[src/rtl/multdiv_pkg.sv]
// Shared types and helpers for the iterative multiply/divide unit.
package multdiv_pkg;

  typedef enum logic [1:0] {
    IDLE = 2'd0,
    RUN  = 2'd1,
    DONE = 2'd2
  } state_t;

  typedef enum logic {
    OP_MULT = 1'b0,
    OP_DIV  = 1'b1
  } op_t;

  function automatic int cnt_width(input int width);
    return $clog2(width);
  endfunction

endpackage

[src/rtl/multdiv_signfix.sv]
// Two's-complement magnitude / sign correction: passes value through, or negates it when asked.
module multdiv_signfix #(
  parameter int WIDTH = 32
) (
  input  logic [WIDTH-1:0] value,
  input  logic             negate,
  output logic [WIDTH-1:0] result
);

  assign result = negate ? (~value + {{(WIDTH-1){1'b0}}, 1'b1}) : value;

endmodule

[src/rtl/multdiv_iter.sv]
// Iterative radix-2 multiplier / restoring divider, one bit per cycle.
// Optional remainder output when MULTDIV_REM_EN is defined.
module multdiv_iter
  import multdiv_pkg::*;
#(
  parameter int WIDTH = 32
) (
  input  logic             clock,
  input  logic             reset,
  input  logic [WIDTH-1:0] data_operandA,
  input  logic [WIDTH-1:0] data_operandB,
  input  logic             ctrl_MULT,
  input  logic             ctrl_DIV,
  input  logic             ctrl_SIGNED,
  output logic [WIDTH-1:0] data_result,
`ifdef MULTDIV_REM_EN
  output logic [WIDTH-1:0] data_remainder,
`endif
  output logic             data_exception,
  output logic             data_resultRDY,
  output logic             busy,
  output state_t           dbg_state
);

  // Handshake: a one-cycle ctrl_MULT/ctrl_DIV pulse starts (or restarts) an op; busy is high
  // until the edge leaving DONE, which also raises data_resultRDY for exactly one cycle.

  localparam int              CW      = cnt_width(WIDTH);
  localparam logic [CW-1:0]   LAST    = CW'(WIDTH - 1);
  localparam logic [WIDTH-1:0] MIN_VAL = {1'b1, {(WIDTH-1){1'b0}}};

  state_t             state;
  op_t                op;
  logic [CW-1:0]      count;
  logic [2*WIDTH-1:0] acc;
  logic [WIDTH-1:0]   operand;
  logic               signed_mode, sign_a, sign_b, div_zero, div_ovf;

  logic               start, start_sa, start_sb, mult_exc;
  logic [WIDTH-1:0]   mag_a, mag_b, res_fixed;
  logic [WIDTH:0]     mul_sum, div_trial;
  logic [2*WIDTH-1:0] mul_next, div_next;

  assign start     = ctrl_MULT | ctrl_DIV;
  assign start_sa  = ctrl_SIGNED & data_operandA[WIDTH-1];
  assign start_sb  = ctrl_SIGNED & data_operandB[WIDTH-1];
  assign dbg_state = state;

  multdiv_signfix #(.WIDTH(WIDTH)) u_mag_a (.value(data_operandA), .negate(start_sa), .result(mag_a));
  multdiv_signfix #(.WIDTH(WIDTH)) u_mag_b (.value(data_operandB), .negate(start_sb), .result(mag_b));
  multdiv_signfix #(.WIDTH(WIDTH)) u_fix_res (.value(acc[WIDTH-1:0]), .negate(sign_a ^ sign_b),
                                             .result(res_fixed));

  // Multiply: upper half accumulates, lower half holds the multiplier shifting out LSB-first.
  assign mul_sum  = {1'b0, acc[2*WIDTH-1:WIDTH]} + (acc[0] ? {1'b0, operand} : '0);
  assign mul_next = {mul_sum, acc[WIDTH-1:1]};

  // Divide: upper half is the partial remainder, lower half shifts dividend out / quotient in.
  assign div_trial = acc[2*WIDTH-1:WIDTH-1] - {1'b0, operand};
  assign div_next  = div_trial[WIDTH] ? {acc[2*WIDTH-2:0], 1'b0}
                                      : {div_trial[WIDTH-1:0], acc[WIDTH-2:0], 1'b1};

  // Signed fit is judged on the magnitude: a negative product may reach 2^(W-1), a positive one not.
  always_comb begin
    mult_exc = 1'b0;
    if (!signed_mode)
      mult_exc = |acc[2*WIDTH-1:WIDTH];
    else if (sign_a ^ sign_b)
      mult_exc = (|acc[2*WIDTH-1:WIDTH]) | (acc[WIDTH-1] & (|acc[WIDTH-2:0]));
    else
      mult_exc = |acc[2*WIDTH-1:WIDTH-1];
  end

`ifdef MULTDIV_REM_EN
  logic [WIDTH-1:0] rem_fixed;
  multdiv_signfix #(.WIDTH(WIDTH)) u_fix_rem (.value(acc[2*WIDTH-1:WIDTH]), .negate(sign_a),
                                             .result(rem_fixed));
`endif

  always_ff @(posedge clock or posedge reset) begin
    if (reset) begin
      state          <= IDLE;
      op             <= OP_MULT;
      count          <= '0;
      acc            <= '0;
      operand        <= '0;
      signed_mode    <= 1'b0;
      sign_a         <= 1'b0;
      sign_b         <= 1'b0;
      div_zero       <= 1'b0;
      div_ovf        <= 1'b0;
      data_result    <= '0;
      data_exception <= 1'b0;
      data_resultRDY <= 1'b0;
      busy           <= 1'b0;
`ifdef MULTDIV_REM_EN
      data_remainder <= '0;
`endif
    end else begin
      data_resultRDY <= 1'b0;
      if (start) begin
        state          <= RUN;
        op             <= ctrl_MULT ? OP_MULT : OP_DIV;
        count          <= '0;
        acc            <= {{WIDTH{1'b0}}, ctrl_MULT ? mag_b : mag_a};
        operand        <= ctrl_MULT ? mag_a : mag_b;
        signed_mode    <= ctrl_SIGNED;
        sign_a         <= start_sa;
        sign_b         <= start_sb;
        div_zero       <= ~ctrl_MULT & (data_operandB == '0);
        div_ovf        <= ~ctrl_MULT & ctrl_SIGNED & (data_operandA == MIN_VAL) & (&data_operandB);
        data_result    <= '0;
        data_exception <= 1'b0;
        busy           <= 1'b1;
`ifdef MULTDIV_REM_EN
        data_remainder <= '0;
`endif
      end else begin
        case (state)
          RUN: begin
            acc   <= (op == OP_MULT) ? mul_next : div_next;
            count <= count + 1'b1;
            if (count == LAST || div_zero)
              state <= DONE;
          end
          DONE: begin
            state          <= IDLE;
            busy           <= 1'b0;
            data_resultRDY <= 1'b1;
            if (op == OP_MULT) begin
              data_result    <= res_fixed;
              data_exception <= mult_exc;
            end else if (div_zero) begin
              data_result    <= '0;
              data_exception <= 1'b1;
            end else begin
              data_result    <= res_fixed;
              data_exception <= div_ovf;
`ifdef MULTDIV_REM_EN
              data_remainder <= rem_fixed;
`endif
            end
          end
          default: ;
        endcase
      end
    end
  end

endmodule

[config.mk]
export PLATFORM = sky130hd
export DESIGN_NAME = multdiv_iter
export DESIGN_NICKNAME = d
export VERILOG_FILES = /design/src/rtl/multdiv_pkg.sv /design/src/rtl/multdiv_signfix.sv /design/src/rtl/multdiv_iter.sv
export SDC_FILE = /design/constraint.sdc
export NUM_CORES = 1
export LEC_CHECK = 0
export BUFFER_PORTS_ARGS = -buffer_cell sky130_fd_sc_hd__buf_2
export CELL_PAD_IN_SITES_DETAIL_PLACEMENT = 1
export CELL_PAD_IN_SITES_GLOBAL_PLACEMENT = 2
export CORE_MARGIN = 2
export CORE_UTILIZATION = 39
export CTS_BUF_LIST = sky130_fd_sc_hd__clkbuf_16
export CTS_CLUSTER_SIZE = 40
export DETAILED_ROUTE_END_ITERATION = 16
export GPL_TIMING_DRIVEN = 0
export PLACE_DENSITY_LB_ADDON = 0.1
export SYNTH_ARGS = -nofsm -noshare
export SYNTH_HDL_FRONTEND = slang
export SYNTH_SLANG_ARGS = --single-unit
[constraint.sdc]
create_clock -name clock -period 14 [get_ports clock]
set_input_delay 3.5 -clock clock [delete_from_list [all_inputs] [get_ports clock]]
set_output_delay 3.5 -clock clock [all_outputs]
set_load 0.01 [all_outputs]
== Word-level counts from Yosys, hierarchy flattened ==
Cells that the tools add are included.

* Logic and storage cells: 79
* Output and inout port bits: 37
* Input bits: 69
* Bits in registers: 144

* Bitwise logic cells: 14
* Mux-type cells: 30
* Equal/unequal tests: 5
* Add/subtract/negate cells: 6
* Reduce and logical (&&, ||, !) cells: 10

{| class="wikitable"
|+ Operator list
! kind !! count
|-
| 32-bit 2-to-1 mux || 10
|-
| 64-bit 2-to-1 mux || 4
|-
| 32-bit by 1-bit adder with 32-bit output, second input constant || 3
|-
| 32-bit inverter || 3
|-
| 32-bit by 32-bit adder with 33-bit output || 1
|-
| 33-bit OR reduction || 1
|-
| 33-bit by 32-bit subtractor with 33-bit output || 1
|-
| 32-bit == test, second input constant || 1
|-
| 32-bit logical NOT || 1
|-
| 32-bit AND reduction || 1
|-
| 32-bit OR reduction || 1
|-
| 31-bit OR reduction || 1
|-
| 1-bit 2-to-1 mux || 11
|-
| 5-bit 2-to-1 mux || 2
|-
| 1-bit AND || 7
|-
| 5-bit by 1-bit adder with 5-bit output, second input constant || 1
|-
| 5-bit == test, second input constant || 1
|-
| 2-bit 2-to-1 mux || 2
|-
| 2-bit case mux with 2 select lines || 1
|-
| 2-bit nonzero test || 2
|-
| 3-bit inequality test, second input constant || 1
|-
| 3-bit nonzero test || 1
|-
| 2-bit by 1-bit == test with 1-bit output, second input constant || 1
|-
| 2-bit == test, second input constant || 1
|-
| other kinds (5) || 6
|}

== Longest topological paths before layout ==
Gate-level depths: netlist of the first run.

* Word-level depth: 8
* Gate-level depth with buffers: 14
* Mapped depth without buffers: 13

== Modules after synthesis ==
From an unflattened synthesis of the first run, not the netlist that was laid out.

* Cells, all modules: 1536
* Area total of the unflattened synthesis: 13231.4 µm²

{| class="wikitable"
|+ Modules (own cells, without submodules)
! module !! cells an instance !! area an instance (µm²) !! times used !! sequential area each (µm²)
|-
| multdiv_iter || 1239 || 10900.5 || 1 || 3603.5
|-
| multdiv_signfix || 99 || 777.0 || 3 || 0.0
|}

== Worst setup path after synthesis of the first run ==
OpenSTA, ideal clock, no wires.

* Path type: input-to-reg
* Start: input port data_operandB[3]
* End: register operand[29]
* Arrival: 5.811 ns
* Path slack: 8.071 ns
* Buffers on the path: 0
* Stages on the path: 9
* Data required time: 13.882 ns
* Library setup time: 0.118 ns
* Cell sequence: or3_4 or4_4 nor4_4 nand2_2 or3b_4 o31ai_4 xor2_1 a211oi_1 a21o_1

* Cells in the longest elaborated chain, start to end: 4

{| class="wikitable"
|+ Ends and longest elaborated chain
! element !! RTL line !! RTL
|-
| start: declaration || multdiv_iter.sv:11 || <nowiki>input logic [WIDTH-1:0] data_operandB,</nowiki>
|-
| 32-bit inverter || multdiv_signfix.sv:10 || <nowiki>assign result = negate ? (~value + {{(WIDTH-1){1'b0}}, 1'b1}) : value;</nowiki>
|-
| 32-bit by 1-bit adder with 32-bit output || multdiv_signfix.sv:10 ||
|-
| 32-bit 2-to-1 mux || multdiv_signfix.sv:10 ||
|-
| 32-bit 2-to-1 mux || multdiv_iter.sv:106 || <nowiki>operand <= ctrl_MULT ? mag_a : mag_b;</nowiki>
|-
| end signal: assignment || multdiv_iter.sv:106 ||
|-
| end: declaration || multdiv_iter.sv:36 || <nowiki>logic [WIDTH-1:0] operand;</nowiki>
|}

No other way between the ends.
A chain may end at the register's enable or synchronous reset.

== Worst setup path after layout of the first run ==
* Start: input port data_operandA[3]
* End: register acc[29]

* Cells in the longest elaborated chain, start to end: 5

{| class="wikitable"
|+ Ends and longest elaborated chain
! element !! RTL line !! RTL
|-
| start: declaration || multdiv_iter.sv:10 || <nowiki>input logic [WIDTH-1:0] data_operandA,</nowiki>
|-
| 32-bit inverter || multdiv_signfix.sv:10 ||
|-
| 32-bit by 1-bit adder with 32-bit output || multdiv_signfix.sv:10 ||
|-
| 32-bit 2-to-1 mux || multdiv_signfix.sv:10 ||
|-
| 32-bit 2-to-1 mux || multdiv_iter.sv:105 || <nowiki>acc <= {{WIDTH{1'b0}}, ctrl_MULT ? mag_b : mag_a};</nowiki>
|-
| 64-bit 2-to-1 mux || multdiv_iter.sv:101 || <nowiki>if (start) begin</nowiki>
|-
| end signal: assignment || multdiv_iter.sv:105 ||
|-
| end signal: assignment || multdiv_iter.sv:121 || <nowiki>acc <= (op == OP_MULT) ? mul_next : div_next;</nowiki>
|-
| end: declaration || multdiv_iter.sv:35 || <nowiki>logic [2*WIDTH-1:0] acc;</nowiki>
|}

No other way between the ends.

==> impl_metrics.yaml, run 1 <==
run_status:
  status: "complete, no violations"
detailed_routing:
  drt_iter0_markers: 1106
  drcViolationCount: 0
  post_drt_wl_per_cell_um: 24.5
  avgViaCountPerCell: 6.15
  antenna_left: 0
  totalWireLength_mm: 52.9
  drtPass1Iterations: 5
  vias: 13300
synth:
  seq_area_frac_synth: 0.285
  synth_enable_flop_cells: 0
  muxShareOfSynthArea: 0.0375
  async_reset_ff_frac: 1.00
  synthXorXnorAreaFrac: 0.101
  syn-num-nets: 1763
  yosys_register_bits: 144
  syn_area_per_cell_um2: 7.79
  synth_compound_area_frac: 0.260
  synthSimpleGateAreaFrac: 0.198
  ys_warn_count: 0
  synth_top_family_by_area: "compound AO/OA/AOI/OAI gates"
  ys_types: 77
  syn_inst: 1622
  synth.cell_area_um2: 12600
  synthFlopType: "dfrtp_1"
  synth_fa_ha_area_frac: 0.0725
sta:
  worst_pin_slew_ns: 1.25
  fin_setup_tns_ns: 0
  fin_crit_ns: 6.24
  rsz0062_at_grt: "false"
  max_freq_ghz: 0.160
  relSlewSlack: 0.169
  worst_clock_skew_ns: 0.0102
  finalSetupViolCount: 0
  min_period_over_period: 0.446
  hold_viol: 0
  maxSlewViolCount: 0
clock_network:
  cts_sinks: 144
  ctsResizeCount: 0
  htreeDepth: 4
  post_cts_buffers: 0
  cts_buffers: 17
  cts_tree: "built"
  root_buffer: "clkbuf_16"
  cts.hold.buffers_added: 0
  clk_latency_ns: 0.45
  clkTransAtPathRegs_ns: 0.06
  clockBufferDepth: 2
placement:
  globalplace.congestion: 0.920
  io_buffers: 105
  placedCellCount: 2130
  place_hpwl_mm: 41.6
floorplanning:
  pin_count: 106
  die_w_um: 184
  core_um2: 31700
  rows: 65
  fp.dieH_um: 184
  initial_utilization: 0.398
  die_area_um2: 33800
global_route:
  overflow: 0
  grt.total_usage: 0.316
  grt_max_degree: 86
  grt_antenna_before_repair: 0
  grt_first_pass_wirelength_mm: 81.1
  grt_pass1_vias: 13300
finish:
  final_cells: 2162
  nets: 1888
  final_layout_size_suffix_gt1_frac: 0.0955
  insertedDiodeCount: 0
  final_common_cell: "nand2_1"
  final_cell_mix: "184 x nand2_1, 167 x o21ai_0, 163 x nor2_1, 144 x dfrtp_1, 135 x a21oi_1"
  final_util: 0.453
  area.growth.synth_to_final_pct: 13.8
setup_path:
  end_kind: "flop"
  crit_required_ns: 14.28
  r2r_end: "acc[60]"
  crit_type: "input pin to flop"
  cpMaxStageDelayCell: "or4_1"
  path_cells: "buf_2, or3_1, or4_1, or4_1, nor2b_1, and2_1, a21oi_1, xor2_1, a211oi_1, a21oi_1"
  crit_buf_inv: 1
  path_max_fanout: 5
  crit-reg2reg-launch: "acc[0]"
  startpoint_type: "input pin"
  crit_path_max_incr_delay_ns: 0.71
  cp_top_family: "simple AND/OR/NAND/NOR gates"
  crit_arrival_ns: 6.53
  r2r_slack_ns: 8.70
  rr_worst_depth: 13
worst_hold_path:
  hold_class: "flop to flop"
  hp-start: "data_result[26]"
  hold_depth: 2
  hold_end: "data_result[26]"
power_and_ir_drop:
  leakagePower_nw: 6.41
  vdd_drop_max_uv: 85.0
  p_per_area_nw_per_um2: 106
flow_run:
  cap_violations: 0
[metrics by stage]
stage	setup WS, ns	area [um2]	hold WS, ns	total power, mW
after CTS	7.83	14400	0.480	1.52
after global routing	7.65	14400	0.515	1.59
after floorplan	6.63	12600	0.440	0.799
after global placement	4.45	13700	0.455	0.951
after detailed placement	7.39	13700	0.465	0.961
final	7.76	14400	0.474	1.52
[cells in the mapped netlist (4+ instances only)]
master	n	area share
nand2_1	184	0.055
o21ai_0	167	0.066
nor2_1	163	0.048
dfrtp_1	144	0.29
a21oi_1	135	0.053
xor2_1	79	0.055
clkbuf_1	73	0.022
ha_1	70	0.069
xnor2_1	66	0.046
inv_1	63	0.019
mux2i_1	44	0.035
a21o_1	34	0.020
nor3_1	31	0.012
o211ai_1	29	0.017
nand3_1	26	0.010
nand2b_1	23	0.011
o31ai_1	22	0.013
a211oi_1	21	0.012
nand4_1	21	0.010
nor4_1	19	0.0094
o21a_1	15	0.0089
a31oi_1	12	0.0059
or3_1	11	0.0054
and3_1	10	0.0050
or4_1	10	0.0059
a22oi_1	9	0.0053
buf_1	9	0.0027
nor2b_1	9	0.0045
and2_1	8	0.0040
o41ai_1	8	0.0055
buf_2	6	0.0024
a22o_1	5	0.0035
a32oi_1	5	0.0035
nand3b_1	5	0.0030
o221ai_1	5	0.0035
o22ai_1	5	0.0025
o311ai_0	5	0.0035
a2111oi_0	4	0.0028
a211o_1	4	0.0028
o21bai_1	4	0.0024
o31a_1	4	0.0028
[worst max path at each step]
stage                                start  endpoint  depth (start not counted)
final                     data_operandA[3]   acc[29]                         10
after global routing      data_operandA[3]   acc[29]                         10
after CTS                 data_operandA[3]   acc[29]                         10
after detailed placement  data_operandA[3]   acc[29]                         10
after global placement               reset   acc[41]                          2
after floorplan                      reset    acc[0]                          1
[worst reg2reg max path: cells and delay by family (launching register included)]
kind                     cells  cell delay (ns)
AO/OA/AOI/OAI                6             2.49
buffers and inverters        2             1.05
AND/OR/NAND/NOR              3             0.54
flip-flops                   1             0.52
adder cells (fa/ha/maj)      1             0.37
multiplexers                 1             0.22
[final cells by class]
class,instances,area [um2]
Fill cell,3947,17300
Multi-Input combinational cell,1325,8440
Sequential cell,144,3600
Timing Repair Buffer,106,553
Tap cell,402,503
Clock buffer,17,425
Buffer,89,345
Clock inverter,15,263
Inverter,64,245
[metal layers]
metal,vias up,global-route usage,routed length [um]
li1,6087,-,-
met1,6686,0.467,25400
met2,454,0.481,23100
met3,61,0.0438,3350
met4,0,0.0819,1070
met5,-,0,0
[registers in the layout, indices dropped and copies added (netlist names)]
name,count
data_exception,1
div_ovf,1
sign_a,1
operand,32
sign_b,1
data_resultRDY,1
acc,64
count,5
signed_mode,1
div_zero,1
op,1
dbg_state,2
busy,1
data_result,32
[kinds of logic (layout without fill, tap and decap cells)]
logic type | count (synthesis) | after routing
fa+ha+maj | 72 | 72
xor+xnor | 145 | 145
buf+inv | 153 | 291
mux | 47 | 47
simple gates | 536 | 536
flops | 144 | 144
compound gates | 525 | 525
[where the power goes]
group	switching (mW)	total, mW	leakage, nW	internal, mW
sequential	0.0379	0.484	1.86	0.446
combinational	0.310	0.481	4.22	0.171
clock	0.208	0.560	0.333	0.352
Power figures use the tool's default switching activity.
==> run 2: changes to the inputs <==
--- a/config.mk
+++ b/config.mk
@@ -5,11 +5,12 @@
 export SDC_FILE = /design/constraint.sdc
 export NUM_CORES = 1
 export LEC_CHECK = 0
+export ABC_AREA = 1
 export BUFFER_PORTS_ARGS = -buffer_cell sky130_fd_sc_hd__buf_2
 export CELL_PAD_IN_SITES_DETAIL_PLACEMENT = 1
 export CELL_PAD_IN_SITES_GLOBAL_PLACEMENT = 2
 export CORE_MARGIN = 2
-export CORE_UTILIZATION = 39
+export CORE_UTILIZATION = 33
 export CTS_BUF_LIST = sky130_fd_sc_hd__clkbuf_16
 export CTS_CLUSTER_SIZE = 40
 export DETAILED_ROUTE_END_ITERATION = 16
==> constraint.sdc (replaced) <==
create_clock -name clock -period 6.4 [get_ports clock]
set_input_delay 1.6 -clock clock [delete_from_list [all_inputs] [get_ports clock]]
set_output_delay 1.6 -clock clock [all_outputs]
set_load 0.01 [all_outputs]
==> run 2 against run 1 <==
Die area grew 37%. Routed wire length is 32% higher. Via count is 27% higher. Design area rose by 16%. Power is 130% higher. Largest cell class unchanged. First-iteration DRC count fell by 18%. Core utilization is 7.5 points lower. Highest routed layer unchanged. Sequential power grew 130%. Hold slack got worse by 0.0024 ns. Combinational power grew to 2.6 times the previous value.
==> impl_metrics.yaml, run 2 <==
run_status:
  status: "complete, no violations"
global_route:
  grt.total_usage: 0.303
  grt_antenna_before_repair: 0
  grt_pass1_vias: 17600
  grt_first_pass_wirelength_mm: 106
  overflow: 0
  grt_max_degree: 79
detailed_routing:
  wl_met3_mm: 2.78
  drtPass1Iterations: 5
  antenna_left: 0
  wl_met1_mm: 29.2
  post_drt_wl_per_cell_um: 21.6
  totalWireLength_mm: 69.9
  drt_iter0_markers: 906
  wl_met2_mm: 35.3
  drcViolationCount: 0
  top_layer: "met4"
  avgViaCountPerCell: 5.22
  vias: 16900
setup_path:
  crit_required_ns: 6.81
  r2r_slack_ns: 3.10
  crit_type: "input pin to flop"
  crit-reg2reg-launch: "acc[0]"
  crit_arrival_ns: 3.95
  r2r_end: "acc[56]"
  startpoint_type: "input pin"
  path_max_fanout: 10
  rr_worst_depth: 15
  end_kind: "flop"
clock_network:
  clockBufferDepth: 2
  cts.hold.buffers_added: 0
  root_buffer: "clkbuf_16"
  cts_tree: "built"
  ctsResizeCount: 0
  cts_sinks: 144
  clk_latency_ns: 0.47
  post_cts_buffers: 0
  cts_buffers: 17
  htreeDepth: 4
  clkTransAtPathRegs_ns: 0.07
worst_hold_path:
  hold_end: "count[3]"
  hold_depth: 1
  hp-start: "count[3]"
  hold_class: "flop to flop"
floorplanning:
  initial_utilization: 0.334
  pin_count: 106
  die_w_um: 216
  rows: 77
  fp.dieH_um: 216
  die_area_um2: 46500
  core_um2: 44200
placement:
  io_buffers: 105
  globalplace.congestion: 0.994
  place_area_um2: 16100
  placedCellCount: 3197
  place_hpwl_mm: 59.3
synth:
  ys_warn_count: 0
  synthXorXnorAreaFrac: 0.0409
  synth_top_family_by_area: "simple AND/OR/NAND/NOR gates"
  synth_enable_flop_cells: 0
  syn-num-nets: 2640
  async_reset_ff_frac: 1.00
  yosys_register_bits: 144
  synth.most_common_cell: "nand2_1"
  synth_common_cells: "822 x nand2_1, 409 x inv_1, 209 x nor2_1, 208 x nand3_1, 161 x o21ai_0"
  synthTopCellsByArea: "dfrtp_1 24%, nand2_1 21%, inv_1 10%"
  synthSimpleGateAreaFrac: 0.389
  synth_compound_area_frac: 0.137
  synth_fa_ha_area_frac: 0.0620
  seq_area_frac_synth: 0.244
  yosys.area.top_type: "dfrtp_1"
  synth_top_area_frac: 0.244
  synth.cell_area_um2: 14800
  synthFlopType: "dfrtp_1"
  ys_types: 47
  syn_inst: 2499
  syn_area_per_cell_um2: 5.91
  muxShareOfSynthArea: 0
finish:
  final_cells: 3229
  final_layout_size_suffix_gt1_frac: 0.0758
  final_common_cell: "nand2_1"
  final_cell_mix: "822 x nand2_1, 408 x inv_1, 209 x nor2_1, 208 x nand3_1, 161 x o21ai_0"
  area.growth.synth_to_final_pct: 13.2
  largest_registers: "acc x64, data_result x32, operand x32"
  nets: 2765
  final_cell_area_um2: 16700
  insertedDiodeCount: 0
  largest_reg_flops: 64
  fillers: 5961
  top_register: "acc"
power_and_ir_drop:
  p_per_area_nw_per_um2: 209
  vdd_drop_max_uv: 169
  leakagePower_nw: 9.11
sta:
  max_freq_ghz: 0.283
  hold_viol: 0
  fin_crit_ns: 3.54
  whs_ns: 0.472
  min_period_over_period: 0.553
  finalSetupViolCount: 0
  worst_clock_skew_ns: 0.0176
  fin_setup_tns_ns: 0
  worst_pin_slew_ns: 0.932
  relSlewSlack: 0.379
  maxSlewViolCount: 0
  rsz0062_at_grt: "false"
flow_run:
  cap_violations: 0
run 2: changes by cell type after synthesis, moves of 28 or more:
cell,before,now
nand2_1,184,822
a21o_1,34,3
mux2i_1,44,0
nor2_1,163,209
xnor2_1,66,10
inv_1,63,409
a21oi_1,135,107
nand3_1,26,208
run 2: where the power goes:
| part | internal [mW] | switching [mW] | total [mW] | leakage, nW |
|---|---|---|---|---|
| combinational | 0.370 | 0.890 | 1.26 | 6.93 |
| clock | 0.665 | 0.475 | 1.14 | 0.313 |
| sequential | 0.977 | 0.116 | 1.09 | 1.87 |
| total | 2.01 | 1.48 | 3.49 | 9.11 |
run 2: kinds of logic after synthesis:
| family | Yosys count |
|---|---|
| xor+xnor | 69 |
| fa+ha+maj | 72 |
| simple gates | 1364 |
| flops | 144 |
| buf+inv | 488 |
| compound gates | 362 |
run 2: how the worst max path moves through the flow:
stage | startpoint | end | slack [ns] | cells past startpoint
detailed placement | ctrl_MULT | acc[6] | 2.48 | 9
finish | ctrl_MULT | acc[6] | 2.86 | 9
global route | data_operandA[0] | acc[20] | 2.70 | 14
floorplan | reset | acc[0] | 0.93 | 1
global placement | reset | operand[15] | -1.14 | 2
CTS | ctrl_MULT | acc[6] | 2.96 | 9
run 2: area by class of cell:
cell class                      instances  area, um2  area share
Multi-Input combinational cell       1867       9290       0.555
Sequential cell                       144       3600       0.216
Inverter                              412       1550      0.0928
Tap cell                              592        741      0.0443
Timing Repair Buffer                  106        553      0.0331
Clock buffer                           17        425      0.0254
Buffer                                 76        339      0.0203
Clock inverter                         15        220      0.0132
run 2: per-layer routing:
metal | global-route usage | vias to the layer above
li1 | - | 8194
met1 | 0.359 | 8183
met2 | 0.552 | 373
met3 | 0.0431 | 103
met4 | 0.113 | 0
met5 | 0 | -
run 2: critical path, stage by stage:
cell and delay, ns:
buf_2 0.14, nor2_1 0.36, inv_2 0.17, nor2_2 0.52, clkbuf_1 0.63, a21oi_1 0.22
nand3_1 0.13, o21ai_0 0.10, inv_1 0.07
run 2: stage by stage:
| step | utilization | setup WS [ns] | power, mW |
|---|---|---|---|
| after floorplan | - | 0.934 | 1.86 |
| after global placement | 0.363 | -1.14 | 2.33 |
| after detailed placement | 0.363 | 2.48 | 2.36 |
| after CTS | 0.378 | 2.96 | 3.50 |
| after global routing | 0.378 | 2.70 | 3.69 |
| final | 0.378 | 2.86 | 3.49 |
